<file path="src/rtl/bcd_countdown_if.sv">
// bcd_countdown_if: control/status bundle between a controller and the BCD down-counter.
interface bcd_countdown_if #(parameter int DIGITS = 2);
    logic                  load;
    logic [4*DIGITS-1:0]   load_val;
    logic                  start;
    logic                  tick;
    logic                  abort;
    logic [4*DIGITS-1:0]   count;
    logic                  busy;
    logic                  timeout;
    logic                  load_err;
    modport master (output load, load_val, start, tick, abort, input count, busy, timeout, load_err);
    modport slave (input load, load_val, start, tick, abort, output count, busy, timeout, load_err);
endinterface

</file>
<file path="src/rtl/bcd_countdown.sv">
// bcd_countdown: loadable DIGITS-digit BCD down-counter with abort and one-cycle timeout strobe.
// Define BCD_COUNTDOWN_AUTO_RELOAD_EN to reload the preset on the terminal tick (periodic timer).
module bcd_countdown #(
    parameter int DIGITS = 2
) (
    input logic            CLK,
    input logic            RST,
    bcd_countdown_if.slave bus
);
    localparam int W = 4*DIGITS;
    typedef enum logic [1:0] {IDLE, ARMED, RUN, DONE} state_t;
    state_t       r_state, w_state_nxt;
    logic [W-1:0] r_count, w_count_nxt, w_dec;
    logic         r_busy, r_timeout, r_load_err;
    logic         w_timeout_nxt, w_load_err_nxt, w_valid, w_borrow, w_is_zero, w_is_one;
`ifdef BCD_COUNTDOWN_AUTO_RELOAD_EN
    logic [W-1:0] r_reload, w_reload_nxt;
`endif
    assign w_is_zero = (r_count == '0);
    assign w_is_one  = (r_count == W'(1));
    // Borrow ripples upward through digits that are already zero, which wrap to 9.
    always_comb begin
        w_dec    = r_count;
        w_borrow = 1'b1;
        for (int d = 0; d < DIGITS; d++) begin
            if (w_borrow)
                w_dec[4*d+:4] = (r_count[4*d+:4] == 4'd0) ? 4'd9 : r_count[4*d+:4] - 4'd1;
            w_borrow = w_borrow && (r_count[4*d+:4] == 4'd0);
        end
    end
    always_comb begin
        w_valid = 1'b1;
        for (int d = 0; d < DIGITS; d++)
            w_valid = w_valid && (bus.load_val[4*d+:4] <= 4'd9);
    end
    always_comb begin
        w_state_nxt    = r_state;
        w_count_nxt    = r_count;
        w_timeout_nxt  = 1'b0;
        w_load_err_nxt = 1'b0;
`ifdef BCD_COUNTDOWN_AUTO_RELOAD_EN
        w_reload_nxt   = r_reload;
`endif
        if (bus.abort) begin
            w_state_nxt = IDLE;
            w_count_nxt = '0;
        end else if (bus.load) begin
            if (w_valid) begin
                w_state_nxt = ARMED;
                w_count_nxt = bus.load_val;
`ifdef BCD_COUNTDOWN_AUTO_RELOAD_EN
                w_reload_nxt = bus.load_val;
`endif
            end else begin
                w_load_err_nxt = 1'b1;
            end
        end else if (bus.start && r_state == ARMED) begin
            w_state_nxt   = w_is_zero ? DONE : RUN;
            w_timeout_nxt = w_is_zero;
        end else if (bus.tick && r_state == RUN) begin
            if (w_is_one) begin
                w_timeout_nxt = 1'b1;
`ifdef BCD_COUNTDOWN_AUTO_RELOAD_EN
                w_count_nxt   = r_reload;
`else
                w_count_nxt   = '0;
                w_state_nxt   = DONE;
`endif
            end else begin
                w_count_nxt = w_dec;
            end
        end
    end
    always_ff @(posedge CLK or negedge RST) begin
        if (!RST) begin
            r_state    <= IDLE;
            r_count    <= '0;
            r_busy     <= 1'b0;
            r_timeout  <= 1'b0;
            r_load_err <= 1'b0;
        end else begin
            r_state    <= w_state_nxt;
            r_count    <= w_count_nxt;
            r_busy     <= (w_state_nxt == RUN);
            r_timeout  <= w_timeout_nxt;
            r_load_err <= w_load_err_nxt;
        end
    end
`ifdef BCD_COUNTDOWN_AUTO_RELOAD_EN
    always_ff @(posedge CLK or negedge RST) begin
        if (!RST) r_reload <= '0;
        else      r_reload <= w_reload_nxt;
    end
`endif
    assign bus.count    = r_count;
    assign bus.busy     = r_busy;
    assign bus.timeout  = r_timeout;
    assign bus.load_err = r_load_err;
endmodule
</file>
<file path="src/flat_wrapper.sv">
// flat-port wrapper written by rule: the top's interface ports become plain ports
module bcd_countdown_flat 
#(
    parameter int DIGITS = 2
)
  (CLK, RST, bus_load, bus_load_val, bus_start, bus_tick, bus_abort, bus_count, bus_busy, bus_timeout, bus_load_err);
  bcd_countdown_if #(.DIGITS(DIGITS)) bus_i ();
  input logic CLK;
  input logic RST;
  input wire logic [$bits(bus_i.load)-1:0] bus_load;
  input wire logic [$bits(bus_i.load_val)-1:0] bus_load_val;
  input wire logic [$bits(bus_i.start)-1:0] bus_start;
  input wire logic [$bits(bus_i.tick)-1:0] bus_tick;
  input wire logic [$bits(bus_i.abort)-1:0] bus_abort;
  output wire logic [$bits(bus_i.count)-1:0] bus_count;
  output wire logic [$bits(bus_i.busy)-1:0] bus_busy;
  output wire logic [$bits(bus_i.timeout)-1:0] bus_timeout;
  output wire logic [$bits(bus_i.load_err)-1:0] bus_load_err;
  assign bus_i.load = bus_load;
  assign bus_i.load_val = bus_load_val;
  assign bus_i.start = bus_start;
  assign bus_i.tick = bus_tick;
  assign bus_i.abort = bus_abort;
  assign bus_count = bus_i.count;
  assign bus_busy = bus_i.busy;
  assign bus_timeout = bus_i.timeout;
  assign bus_load_err = bus_i.load_err;
  bcd_countdown #(.DIGITS(DIGITS)) u_core (.CLK(CLK), .RST(RST), .bus(bus_i));
endmodule
</file>
<file path="config.mk">
export PLATFORM = sky130hd
export DESIGN_NAME = bcd_countdown_flat
export DESIGN_NICKNAME = d
export VERILOG_FILES = /design/src/rtl/bcd_countdown_if.sv /design/src/rtl/bcd_countdown.sv /design/src/flat_wrapper.sv
export SDC_FILE = /design/constraint.sdc
export NUM_CORES = 1
export LEC_CHECK = 0
export BUFFER_PORTS_ARGS = -buffer_cell sky130_fd_sc_hd__buf_2
export CAP_MARGIN = 15
export CORE_MARGIN = 3
export CORE_UTILIZATION = 50
export CTS_BUF_LIST = sky130_fd_sc_hd__clkbuf_8 sky130_fd_sc_hd__clkbuf_16
export DETAILED_ROUTE_END_ITERATION = 6
export GPL_TIMING_DRIVEN = 0
export PLACE_DENSITY = 0.8
export SLEW_MARGIN = 10
export SYNTH_ARGS = -nofsm -noshare
export SYNTH_HDL_FRONTEND = slang
export SYNTH_SLANG_ARGS = --single-unit
</file>
<file path="constraint.sdc">
create_clock -name CLK -period 2.2 [get_ports CLK]
set_input_delay 0 -clock CLK [delete_from_list [all_inputs] [get_ports CLK]]
set_output_delay 0 -clock CLK [all_outputs]
set_load 0.1 [all_outputs]
</file>
==> results.json <==
{
  "status": "completed",
  "drt_iter0_drc": 22,
  "synth-main-ff-cell": "dfrtp_1",
  "drc": 0,
  "detail-route-antenna-nets": 0,
  "post-route-period-util_pct": 88.9,
  "syn_to_final_growth_pct": 26.5,
  "worstPathArrival_ns": 2.06,
  "clockRootBuffer": "clkbuf_8",
  "rsz0062_at_grt": "no",
  "ys_seq_area_share_pct": 35.9,
  "start_util_pct": 56.3,
  "dp_hpwl_um": 1670,
  "synth-async-reset-ratio_pct": 100,
  "vias": 915,
  "drive_gt1_share_pct": 33.6,
  "io_buffers": 23,
  "yosysUniqueCellTypes": 39,
  "antenna_found_initial": 0,
  "cp_max_fo": 4,
  "crit_path_start_kind": "flop",
  "cts_htree_levels": 1,
  "setup_tns_ns": 0,
  "synth-edff-count": 0,
  "wl_per_cell_um": 15.8,
  "whs_endpoint": "u_core.bus.count[1]$_DFFE_PN0P_",
  "grt_pass1_wl_um": 4150,
  "grt_overflow_total": 0,
  "yosys.area.top_type": "dfrtp_1",
  "place.gp.congestion": 0.806,
  "post_cts_buffers": 0,
  "ys_seq_elements": 13,
  "routed_wl_um": 2350,
  "rows": 14,
  "path_delay_family": "compound AO/OA/AOI/OAI gates",
  "hold_class": "primary input to flop",
  "finalSetupViolCount": 0,
  "path_cells": "inv_1 -> ha_1 -> nor3b_2 -> a311oi_1 -> a2111oi_2 -> nor3_1",
  "grt_usage_pct": 22.2,
  "r2r-end": "u_core.bus.busy$_DFF_PN0_",
  "most-common-layout-cells": "buf_2 (23), dfrtp_1 (9), inv_1 (8)",
  "die_area_um2": 2360,
  "grt_start_max_net_pins": 14,
  "worstMarginPinSlew_ns": 0.489,
  "syn_nets": 112,
  "skew_ns": 0.00836,
  "p_per_area_nw_per_um2": 648,
  "worst-path-buf-inv": 1,
  "diodes": 0,
  "syn_avg_cell_area_um2": 9.65,
  "pin_count": 25,
  "worstSetupPathType": "flop to flop",
  "relSlewSlack_pct": 67.4,
  "cap_violations": 0,
  "min_path_cells": 3,
  "slowest_stage": "dfrtp_2",
  "hold_ws_ns": 0.0784,
  "ys_warn_count": 0,
  "end_kind": "flop",
  "regArea_um2": 330,
  "final_common_cell": "buf_2",
  "synth_top_area_share_pct": 35.9,
  "post-route-min-period_ns": 1.96,
  "worstReg2RegStart": "u_core.bus.count[4]$_DFFE_PN0P_",
  "ff2ff_path_depth": 6,
  "multi_input_area_um2": 542,
  "clock_latency_ns": 0.25,
  "leakagePower_nw": 0.500,
  "finalNetCount": 144,
  "cts.sink_count": 13,
  "dr.pass1.iters": 4,
  "fillers": 138,
  "synthCells": 94,
  "worstHoldStart": "bus_load_val[1]",
  "syn-cell-area_um2": 907,
  "dieWidth_um": 48.6,
  "numCtsBuffers": 3,
  "hold_viol_final": 0,
  "drt-vias-per-instance": 6.14,
  "clk_path_buf_depth": 2,
  "worstPathRequired_ns": 2.30,
  "cts_tree": "built",
  "grt_pass1_vias": 905,
  "slowest_delay_ns": 0.42,
  "r2r_slack_ns": 0.24,
  "yosys-top-cells-area": "dfrtp_1 (36%), ha_1 (5.5%), a2111oi_2 (3.3%)",
  "core_area_um2": 1610,
  "finalMaxSlewViolations": 0,
  "fmax_mhz": 511,
  "die_h_um": 48.6,
  "peakVddDrop_mv": 0.470,
  "clk_pin_slew_worst_paths_ns": 0.06
}
[report_power, final]
| part | internal [mW] | switching, mW |
|---|---|---|
| Clock | 0.123 | 0.0921 |
| Combinational | 0.0752 | 0.179 |
| Sequential | 0.254 | 0.0192 |
[layer usage]
layer / vias up / wire [um] / track usage, %
li1: 433 / - / -
met1: 440 / 1050 / 30.8
met2: 38 / 1110 / 34.4
met3: 4 / 149 / 3.37
met4: 0 / 46 / 9.48
met5: - / 0 / 0
[flip-flops by register name, indices dropped and copies added, names as in the netlist]
name                 cells
u_core.bus.count         8
u_core.r_state           2
u_core.bus.busy          1
u_core.bus.load_err      1
u_core.bus.timeout       1
[cell families (layout without fill, tap and decap cells)]
logic type               Yosys count  in the layout  synth area share (%)
flip-flops                        13             13                  35.9
AO/OA/AOI/OAI                     37             37                  33.5
adder cells (fa/ha/maj)            4              4                  5.52
buffers and inverters             10             41                  4.97
AND/OR/NAND/NOR                   30             30                  20.1
[cell type report]
class,count,area share [%]
Multi-Input combinational cell,71,47.2
Sequential cell,13,28.8
Timing Repair Buffer,27,13.5
Clock buffer,3,3.60
Tap cell,24,2.62
Inverter,7,2.29
Buffer,3,1.64
Clock inverter,1,0.327
[worst max path at each step]
stage                                         start                         to  slack (ns)  depth (start not counted)
floorplan           u_core.bus.count[4]$_DFFE_PN0P_  u_core.bus.busy$_DFF_PN0_        0.17                          6
global placement    u_core.bus.count[4]$_DFFE_PN0P_  u_core.bus.busy$_DFF_PN0_        0.16                          6
detailed placement  u_core.bus.count[4]$_DFFE_PN0P_  u_core.bus.busy$_DFF_PN0_        0.12                          6
CTS                 u_core.bus.count[4]$_DFFE_PN0P_  u_core.bus.busy$_DFF_PN0_         0.1                          6
global route        u_core.bus.count[4]$_DFFE_PN0P_  u_core.bus.busy$_DFF_PN0_        0.14                          6
finish              u_core.bus.count[4]$_DFFE_PN0P_  u_core.bus.busy$_DFF_PN0_        0.24                          6
[cells in the mapped netlist, types with 2 or more instances]
master,number
dfrtp_1,13
inv_1,7
a21oi_1,5
nand2_1,5
nor3_1,5
ha_1,4
nand3_1,4
a21boi_0,3
a31oi_1,3
nor2_1,3
a2111oi_2,2
a211oi_1,2
a221oi_1,2
a311oi_1,2
a32oi_1,2
clkbuf_1,2
nand2b_1,2
nand3b_1,2
nor2b_1,2
o21ai_0,2
o21ai_1,2
o21ba_2,2
o31ai_1,2
[tightest hold or removal path, delay by kind of cell]
kind / cells / cell delay (ns)
buffers and inverters: 1 / 0.11
AND/OR/NAND/NOR: 1 / 0.11
AO/OA/AOI/OAI: 1 / 0.06
[stage by stage]
stage               setup WS (ns)  util [%]  cells  cell area, um^2  power [mW]
global placement            0.161      65.6    141             1060       0.517
global route                0.137      71.2    149             1150       0.785
detailed placement          0.118      65.6    141             1060       0.522
finish                      0.244      71.2    149             1150       0.744
CTS                        0.0973      70.9    149             1140       0.744
floorplan                   0.170         -     94              912       0.465
[what timing repair did]
| action | 4_1_cts | 5_1_grt |
|---|---|---|
| setup endpoints to repair | 0 | 1 |
| hold buffers | 4 | 0 |
| hold endpoints to repair | 15 | 0 |
| resized for setup | 0 | 1 |
Note: power is estimated with default switching activity, not from simulation.
